<file path="config.mk">
export PLATFORM = sky130hd
export DESIGN_NAME = draw_scheduler_flat
export DESIGN_NICKNAME = d
export VERILOG_FILES = /design/src/rtl/draw_scheduler_if.sv /design/src/rtl/draw_scheduler.sv /design/src/flat_wrapper.sv
export SDC_FILE = /design/constraint.sdc
export NUM_CORES = 1
export LEC_CHECK = 0
export CORE_MARGIN = 5
export CORE_UTILIZATION = 43
export DETAILED_ROUTE_END_ITERATION = 7
export PLACE_DENSITY = 0.85
export SETUP_SLACK_MARGIN = 0.15
export SLEW_MARGIN = 20
export SYNTH_ARGS = -nofsm -noshare
export SYNTH_HDL_FRONTEND = slang
export SYNTH_SLANG_ARGS = --single-unit
</file>
<file path="constraint.sdc">
create_clock -name clock -period 3.4 [get_ports clock]
set_clock_uncertainty 0.1 [all_clocks]
set_input_delay 0.51 -clock clock [delete_from_list [all_inputs] [get_ports clock]]
set_output_delay 0.51 -clock clock [all_outputs]
set_load 0.02 [all_outputs]
</file>
<file path="src/rtl/draw_scheduler_if.sv">
// Draw scheduler bus bundle.
// Groups the frame/scroll controls, both engine handshakes and pixel buses, and the arbitrated
// VGA write port into one interface.
//   slave  : the scheduler's view (controls and engine outputs in, enables/VGA/status out)
//   master : the environment's view (the mirror image of slave)
interface draw_scheduler_if #(
    parameter int unsigned COLOR_DEPTH = 9,
    parameter int unsigned OFFSET_W    = 11
);
    logic                   frame_tick;
    logic                   scroll_left;
    logic                   scroll_right;
    logic                   spr_phase_en;
    logic                   bg_done;
    logic                   spr_done;
    logic [7:0]             bg_x;
    logic [7:0]             spr_x;
    logic [6:0]             bg_y;
    logic [6:0]             spr_y;
    logic [COLOR_DEPTH-1:0] bg_color;
    logic [COLOR_DEPTH-1:0] spr_color;
    logic                   bg_plot;
    logic                   spr_plot;
    logic                   bg_enable;
    logic                   spr_enable;
    logic [OFFSET_W-1:0]    x_offset;
    logic [7:0]             vga_x;
    logic [6:0]             vga_y;
    logic [COLOR_DEPTH-1:0] vga_color;
    logic                   vga_plot;
    logic                   busy;
    logic [7:0]             overrun_count;

    modport slave (
        input  frame_tick, scroll_left, scroll_right, spr_phase_en, bg_done, spr_done,
        input  bg_x, spr_x, bg_y, spr_y, bg_color, spr_color, bg_plot, spr_plot,
        output bg_enable, spr_enable, x_offset, vga_x, vga_y, vga_color, vga_plot, busy,
        output overrun_count
    );

    modport master (
        output frame_tick, scroll_left, scroll_right, spr_phase_en, bg_done, spr_done,
        output bg_x, spr_x, bg_y, spr_y, bg_color, spr_color, bg_plot, spr_plot,
        input  bg_enable, spr_enable, x_offset, vga_x, vga_y, vga_color, vga_plot, busy,
        input  overrun_count
    );
endinterface

</file>
<file path="src/rtl/draw_scheduler.sv">
// Draw scheduler: sequences one frame redraw per frame_tick. It runs the background engine,
// then optionally the sprite engine, while routing the active engine's pixels to the VGA port.
// The scroll offset is latched once per frame, so it stays stable while the frame is drawn.
// Ports:
//   clock  - sole clock, rising edge
//   reset  - synchronous, active-high
//   bus    - draw_scheduler_if.slave (controls, engine handshakes/pixels, VGA port, status)
module draw_scheduler #(
    parameter int unsigned COLOR_DEPTH = 9,
    parameter int unsigned OFFSET_W    = 11,
    parameter int unsigned MAX_OFFSET  = 1980
) (
    input logic              clock,
    input logic              reset,
    draw_scheduler_if.slave  bus
);
    typedef enum logic [2:0] {
        StIdle, StLatch, StBgArm, StBgWait, StSprArm, StSprWait, StFrameEnd
    } state_e;

    // One extra bit so that decrementing 0 shows up as a set MSB instead of wrapping.
    localparam logic [OFFSET_W:0] MaxOffset = (OFFSET_W + 1)'(MAX_OFFSET);
    localparam logic [OFFSET_W:0] One       = (OFFSET_W + 1)'(1);

    state_e              state_q;
    logic [OFFSET_W:0]   pend_q, pend_d, pend_dec;
    logic [OFFSET_W-1:0] x_offset_q;
    logic [7:0]          overrun_q;
    logic                bg_en_q, spr_en_q, busy_q;

    // Pending scroll offset; opposing pulses in one cycle cancel.
    always_comb begin
        pend_d   = pend_q;
        pend_dec = pend_q - One;
        if (bus.scroll_right && !bus.scroll_left) begin
            if (pend_q < MaxOffset) pend_d = pend_q + One;
        end else if (bus.scroll_left && !bus.scroll_right) begin
            if (!pend_dec[OFFSET_W]) pend_d = pend_dec;
        end
    end

    // Enables and busy are registered alongside each state transition.
    always_ff @(posedge clock) begin
        if (reset) begin
            state_q    <= StIdle;
            pend_q     <= '0;
            x_offset_q <= '0;
            overrun_q  <= '0;
            bg_en_q    <= 1'b0;
            spr_en_q   <= 1'b0;
            busy_q     <= 1'b0;
        end else begin
            pend_q <= pend_d;
            // Ticks outside IDLE (FRAME_END included) are dropped, never queued.
            if (bus.frame_tick && (state_q != StIdle) && (overrun_q != 8'hFF)) begin
                overrun_q <= overrun_q + 8'd1;
            end
            unique case (state_q)
                StIdle: begin
                    if (bus.frame_tick) begin
                        state_q <= StLatch;
                        busy_q  <= 1'b1;
                    end
                end
                StLatch: begin
                    x_offset_q <= pend_q[OFFSET_W-1:0];
                    state_q    <= StBgArm;
                    bg_en_q    <= 1'b1;
                end
                StBgArm: begin
                    if (!bus.bg_done) begin
                        state_q <= StBgWait;
                        bg_en_q <= 1'b0;
                    end
                end
                StBgWait: begin
                    if (bus.bg_done) begin
                        if (bus.spr_phase_en) begin
                            state_q  <= StSprArm;
                            spr_en_q <= 1'b1;
                        end else begin
                            state_q <= StFrameEnd;
                        end
                    end
                end
                StSprArm: begin
                    if (!bus.spr_done) begin
                        state_q  <= StSprWait;
                        spr_en_q <= 1'b0;
                    end
                end
                StSprWait: begin
                    if (bus.spr_done) state_q <= StFrameEnd;
                end
                StFrameEnd: begin
                    state_q <= StIdle;
                    busy_q  <= 1'b0;
                end
                default: begin
                    state_q  <= StIdle;
                    bg_en_q  <= 1'b0;
                    spr_en_q <= 1'b0;
                    busy_q   <= 1'b0;
                end
            endcase
        end
    end

    // Pixel arbitration depends only on the state register.
    logic [7:0]             mux_x;
    logic [6:0]             mux_y;
    logic [COLOR_DEPTH-1:0] mux_color;
    logic                   mux_plot;

    always_comb begin
        mux_x     = '0;
        mux_y     = '0;
        mux_color = '0;
        mux_plot  = 1'b0;
        if (state_q == StBgArm || state_q == StBgWait) begin
            mux_x     = bus.bg_x;
            mux_y     = bus.bg_y;
            mux_color = bus.bg_color;
            mux_plot  = bus.bg_plot;
        end else if (state_q == StSprArm || state_q == StSprWait) begin
            mux_x     = bus.spr_x;
            mux_y     = bus.spr_y;
            mux_color = bus.spr_color;
            mux_plot  = bus.spr_plot;
        end
    end

    assign bus.vga_x         = mux_x;
    assign bus.vga_y         = mux_y;
    assign bus.vga_color     = mux_color;
    assign bus.vga_plot      = mux_plot;
    assign bus.bg_enable     = bg_en_q;
    assign bus.spr_enable    = spr_en_q;
    assign bus.busy          = busy_q;
    assign bus.x_offset      = x_offset_q;
    assign bus.overrun_count = overrun_q;
endmodule

</file>
<file path="src/flat_wrapper.sv">
// flat-port wrapper written by rule: the top's interface ports become plain ports
module draw_scheduler_flat 
#(
    parameter int unsigned COLOR_DEPTH = 9,
    parameter int unsigned OFFSET_W    = 11,
    parameter int unsigned MAX_OFFSET  = 1980
)
  (clock, reset, bus_frame_tick, bus_scroll_left, bus_scroll_right, bus_spr_phase_en, bus_bg_done, bus_spr_done, bus_bg_x, bus_spr_x, bus_bg_y, bus_spr_y, bus_bg_color, bus_spr_color, bus_bg_plot, bus_spr_plot, bus_bg_enable, bus_spr_enable, bus_x_offset, bus_vga_x, bus_vga_y, bus_vga_color, bus_vga_plot, bus_busy, bus_overrun_count);
  draw_scheduler_if #(.COLOR_DEPTH(COLOR_DEPTH), .OFFSET_W(OFFSET_W)) bus_i ();
  input logic clock;
  input logic reset;
  input wire logic [$bits(bus_i.frame_tick)-1:0] bus_frame_tick;
  input wire logic [$bits(bus_i.scroll_left)-1:0] bus_scroll_left;
  input wire logic [$bits(bus_i.scroll_right)-1:0] bus_scroll_right;
  input wire logic [$bits(bus_i.spr_phase_en)-1:0] bus_spr_phase_en;
  input wire logic [$bits(bus_i.bg_done)-1:0] bus_bg_done;
  input wire logic [$bits(bus_i.spr_done)-1:0] bus_spr_done;
  input wire logic [$bits(bus_i.bg_x)-1:0] bus_bg_x;
  input wire logic [$bits(bus_i.spr_x)-1:0] bus_spr_x;
  input wire logic [$bits(bus_i.bg_y)-1:0] bus_bg_y;
  input wire logic [$bits(bus_i.spr_y)-1:0] bus_spr_y;
  input wire logic [$bits(bus_i.bg_color)-1:0] bus_bg_color;
  input wire logic [$bits(bus_i.spr_color)-1:0] bus_spr_color;
  input wire logic [$bits(bus_i.bg_plot)-1:0] bus_bg_plot;
  input wire logic [$bits(bus_i.spr_plot)-1:0] bus_spr_plot;
  output wire logic [$bits(bus_i.bg_enable)-1:0] bus_bg_enable;
  output wire logic [$bits(bus_i.spr_enable)-1:0] bus_spr_enable;
  output wire logic [$bits(bus_i.x_offset)-1:0] bus_x_offset;
  output wire logic [$bits(bus_i.vga_x)-1:0] bus_vga_x;
  output wire logic [$bits(bus_i.vga_y)-1:0] bus_vga_y;
  output wire logic [$bits(bus_i.vga_color)-1:0] bus_vga_color;
  output wire logic [$bits(bus_i.vga_plot)-1:0] bus_vga_plot;
  output wire logic [$bits(bus_i.busy)-1:0] bus_busy;
  output wire logic [$bits(bus_i.overrun_count)-1:0] bus_overrun_count;
  assign bus_i.frame_tick = bus_frame_tick;
  assign bus_i.scroll_left = bus_scroll_left;
  assign bus_i.scroll_right = bus_scroll_right;
  assign bus_i.spr_phase_en = bus_spr_phase_en;
  assign bus_i.bg_done = bus_bg_done;
  assign bus_i.spr_done = bus_spr_done;
  assign bus_i.bg_x = bus_bg_x;
  assign bus_i.spr_x = bus_spr_x;
  assign bus_i.bg_y = bus_bg_y;
  assign bus_i.spr_y = bus_spr_y;
  assign bus_i.bg_color = bus_bg_color;
  assign bus_i.spr_color = bus_spr_color;
  assign bus_i.bg_plot = bus_bg_plot;
  assign bus_i.spr_plot = bus_spr_plot;
  assign bus_bg_enable = bus_i.bg_enable;
  assign bus_spr_enable = bus_i.spr_enable;
  assign bus_x_offset = bus_i.x_offset;
  assign bus_vga_x = bus_i.vga_x;
  assign bus_vga_y = bus_i.vga_y;
  assign bus_vga_color = bus_i.vga_color;
  assign bus_vga_plot = bus_i.vga_plot;
  assign bus_busy = bus_i.busy;
  assign bus_overrun_count = bus_i.overrun_count;
  draw_scheduler #(.COLOR_DEPTH(COLOR_DEPTH), .OFFSET_W(OFFSET_W), .MAX_OFFSET(MAX_OFFSET)) u_core (.clock(clock), .reset(reset), .bus(bus_i));
endmodule
</file>
==> results.sh <==
export IMPL_status="finished, final reports clean"
export IMPL_synth_simple_area_share=0.236
export IMPL_synth_xor_area_share=0.0293
export IMPL_crit_fanout=25
export IMPL_cts_setup_buffers=0
export IMPL_synth_flop_cell="dfxtp_1"
export IMPL_cts_buffers=5
export IMPL_synth_fa_ha_area_frac=0.0239
export IMPL_clockBufferDepth=2
export IMPL_synth_top_area_share=0.354
export IMPL_worstPathArrival_ns=2.17
export IMPL_powerDensity_nw_per_um2=515
export IMPL_io_buffers=104
export IMPL_rsz0062_at_grt="no"
export IMPL_synth_top_family_by_area="simple AND/OR/NAND/NOR gates"
export IMPL_grt_antenna_before_repair=0
export IMPL_leakage_nw=1.21
export IMPL_ys_ff_latch=37
export IMPL_num_io_pins=105
export IMPL_cts_resized=0
export IMPL_coreArea_sq_um=4720
export IMPL_syn_instance_count=250
export IMPL_crit_path_start_kind="flop"
export IMPL_hold_class="flop to flop"
export IMPL_die_y_um=79.8
export IMPL_grt_util_all_layers=0.202
export IMPL_dieArea_sq_um=6360
export IMPL_num_rows=25
export IMPL_async_flop_share=0
export IMPL_viasPerCell=5.38
export IMPL_synth_compound_area_frac=0.221
export IMPL_pre_cts_slack_ns=0.400
export IMPL_yosys_area_top_type="dfxtp_1"
export IMPL_fin_crit_sh=0.818
export IMPL_syn_to_final_growth_pct=56.7
export IMPL_final_antenna_net_count=0
export IMPL_grt_max_degree=31
export IMPL_detail_route_iter0_violations=173
export IMPL_fin_crit_ns=2.78
export IMPL_post_route_drc_count=0
export IMPL_required_ns=2.79
export IMPL_tritoncts="done"
export IMPL_fin_ws_ns=0.618
export IMPL_synthMuxAreaShare=0.0831
export IMPL_grt_pass1_vias=2147
export IMPL_ys_seq_area_frac=0.354
export IMPL_finalSetupTns_ns=0
export IMPL_vias=2248
export IMPL_clock_latency_ns=0.30
export IMPL_hpwl_um=5010
export IMPL_antenna_cells=0
export IMPL_r2r_slack_ns=1.01
export IMPL_synth_nets=312
export IMPL_drv_cap=0
export IMPL_drt_pass1_iterations=4
export IMPL_ir_worst_vdd_v=0.000266
export IMPL_tightest_slew_ns=0.728
export IMPL_wl_um=6450
export IMPL_avgSynthCellArea_sq_um=8.37
export IMPL_die_w_um=79.8
export IMPL_endpoint_kind="primary output"
export IMPL_hold_violations=0
export IMPL_drv_slew=0
export IMPL_critical_path_class="flop to primary output"
export IMPL_synth_distinct_cells=42
export IMPL_place_area_sq_um=3190
export IMPL_hold_buffers=0
export IMPL_ys_top_cells_by_count="dfxtp_1 (37), nor2_1 (37), a22o_1 (25)"
export IMPL_wire_per_inst_um=15.4
export IMPL_slew_headroom=0.515
export IMPL_grt_pass1_wl_um=10100
export IMPL_synth_cell_area_sq_um=2090
export IMPL_clock_sinks=37
export IMPL_clk_pin_slew_ns=0.08
export IMPL_gp_congestion=0.854
export IMPL_initial_core_util=0.443
export IMPL_postLayoutCellArea_sq_um=3280
export IMPL_synth_warnings=0
export IMPL_cts_max_level=2
export IMPL_synth_area_leaders="dfxtp_1 (35%), a22o_1 (10%), mux2i_1 (6.7%), nor2_1 (6.6%), or3_1 (2.7%)"
export IMPL_drive_gt1_frac=0.0684
export IMPL_synth_edff_count=0
export IMPL_cts_root_buf="clkbuf_8"
export IMPL_layout_nets=412
export IMPL_fmax_mhz=359
export IMPL_grt_overflow_total=0
export IMPL_setup_viol_count_final=0
## critical path: stages, from the launching register on
cell             delay (ns)
dfxtp_1                0.56
nor2b_1                0.22
buf_4                  0.29
a22o_1                 0.19
clkdlybuf4s50_1        0.61
## power breakdown
group | switching, W | internal [W] | total (W)
combinational | 0.000351 | 0.000395 | 0.000746
sequential | 0.000124 | 0.000508 | 0.000633
clock | 0.000168 | 0.000142 | 0.000310
## stage by stage
stage	util	hold WS, ns	instances	power, W
2_1_floorplan	-	0.392	250	0.00114
3_3_place_gp	0.676	0.374	410	0.00135
3_5_place_dp	0.676	0.382	410	0.00138
4_1_cts	0.694	0.403	418	0.00169
5_1_grt	0.694	0.438	418	0.00180
6_report	0.694	0.396	418	0.00169
## metal layers
metal | GRT usage | part of all wire
met1 | 0.260 | 0.41
met4 | 0.0811 | 0.021
met2 | 0.319 | 0.51
met5 | 0 | 0
met3 | 0.0553 | 0.059
## placed cells by master (no fill, tap or decap), types with 2 or more instances in the layout
master,synthesis,routed
ha_1,4,4
o2bb2ai_1,2,2
xor2_1,2,2
nand4_1,4,4
and3_1,2,2
dfxtp_1,37,37
o22ai_1,2,2
a22o_1,25,25
a211oi_1,2,2
mux2i_1,14,14
nor2b_1,3,3
or4_1,2,2
o21ai_0,10,10
mux2_2,3,3
nand3_1,8,8
o31ai_1,3,3
or3_1,9,9
nand2b_1,2,2
buf_4,0,6
a21oi_1,11,11
clkdlybuf4s50_1,0,104
nor2_1,37,37
nand2_1,13,13
clkinv_2,0,2
or2_2,2,2
inv_1,9,9
or4_4,2,2
clkbuf_8,0,5
xnor2_1,5,5
nor3_1,5,5
nor4_1,3,3
## logic make-up after synthesis
| group | after synthesis |
|---|---|
| buffers and inverters | 26 |
| AO/OA/AOI/OAI | 63 |
| flip-flops | 37 |
| AND/OR/NAND/NOR | 96 |
| adder cells (fa/ha/maj) | 4 |
| multiplexers | 17 |
| XOR/XNOR | 7 |
## state kept, by name, summed over array words and instances, names as in the netlist
name	count
u_core.bus.bg_enable	1
u_core.pend_q	12
u_core.bus.spr_enable	1
u_core.bus.overrun_count	8
u_core.state_q	3
u_core.bus.x_offset	11
u_core.bus.busy	1
## worst paths after layout
kind / startpoint / endpoint / depth (start not counted)
worst min-delay path: u_core.bus.x_offset[8]$_SDFFE_PP0P_ / u_core.bus.x_offset[8]$_SDFFE_PP0P_ / 2
worst max-delay path: u_core.state_q[2]$_SDFFE_PP0P_ / bus_vga_color[4] / 4
worst max register to register: u_core.pend_q[2]$_SDFFE_PP0P_ / u_core.pend_q[7]$_SDFFE_PP0P_ / 6
worst min register to register: u_core.bus.x_offset[8]$_SDFFE_PP0P_ / u_core.bus.x_offset[8]$_SDFFE_PP0P_ / 2
## layout make-up
class	count	area, sq um
clock buffers	5	68.8
clock inverters	3	17.5
fillers	377	1450
inverters	9	33.8
multi-input cells	187	1250
flip-flops and latches	37	741
well taps	67	83.8
repair buffers	110	1090
Note: power is estimated with default switching activity, not from simulation.
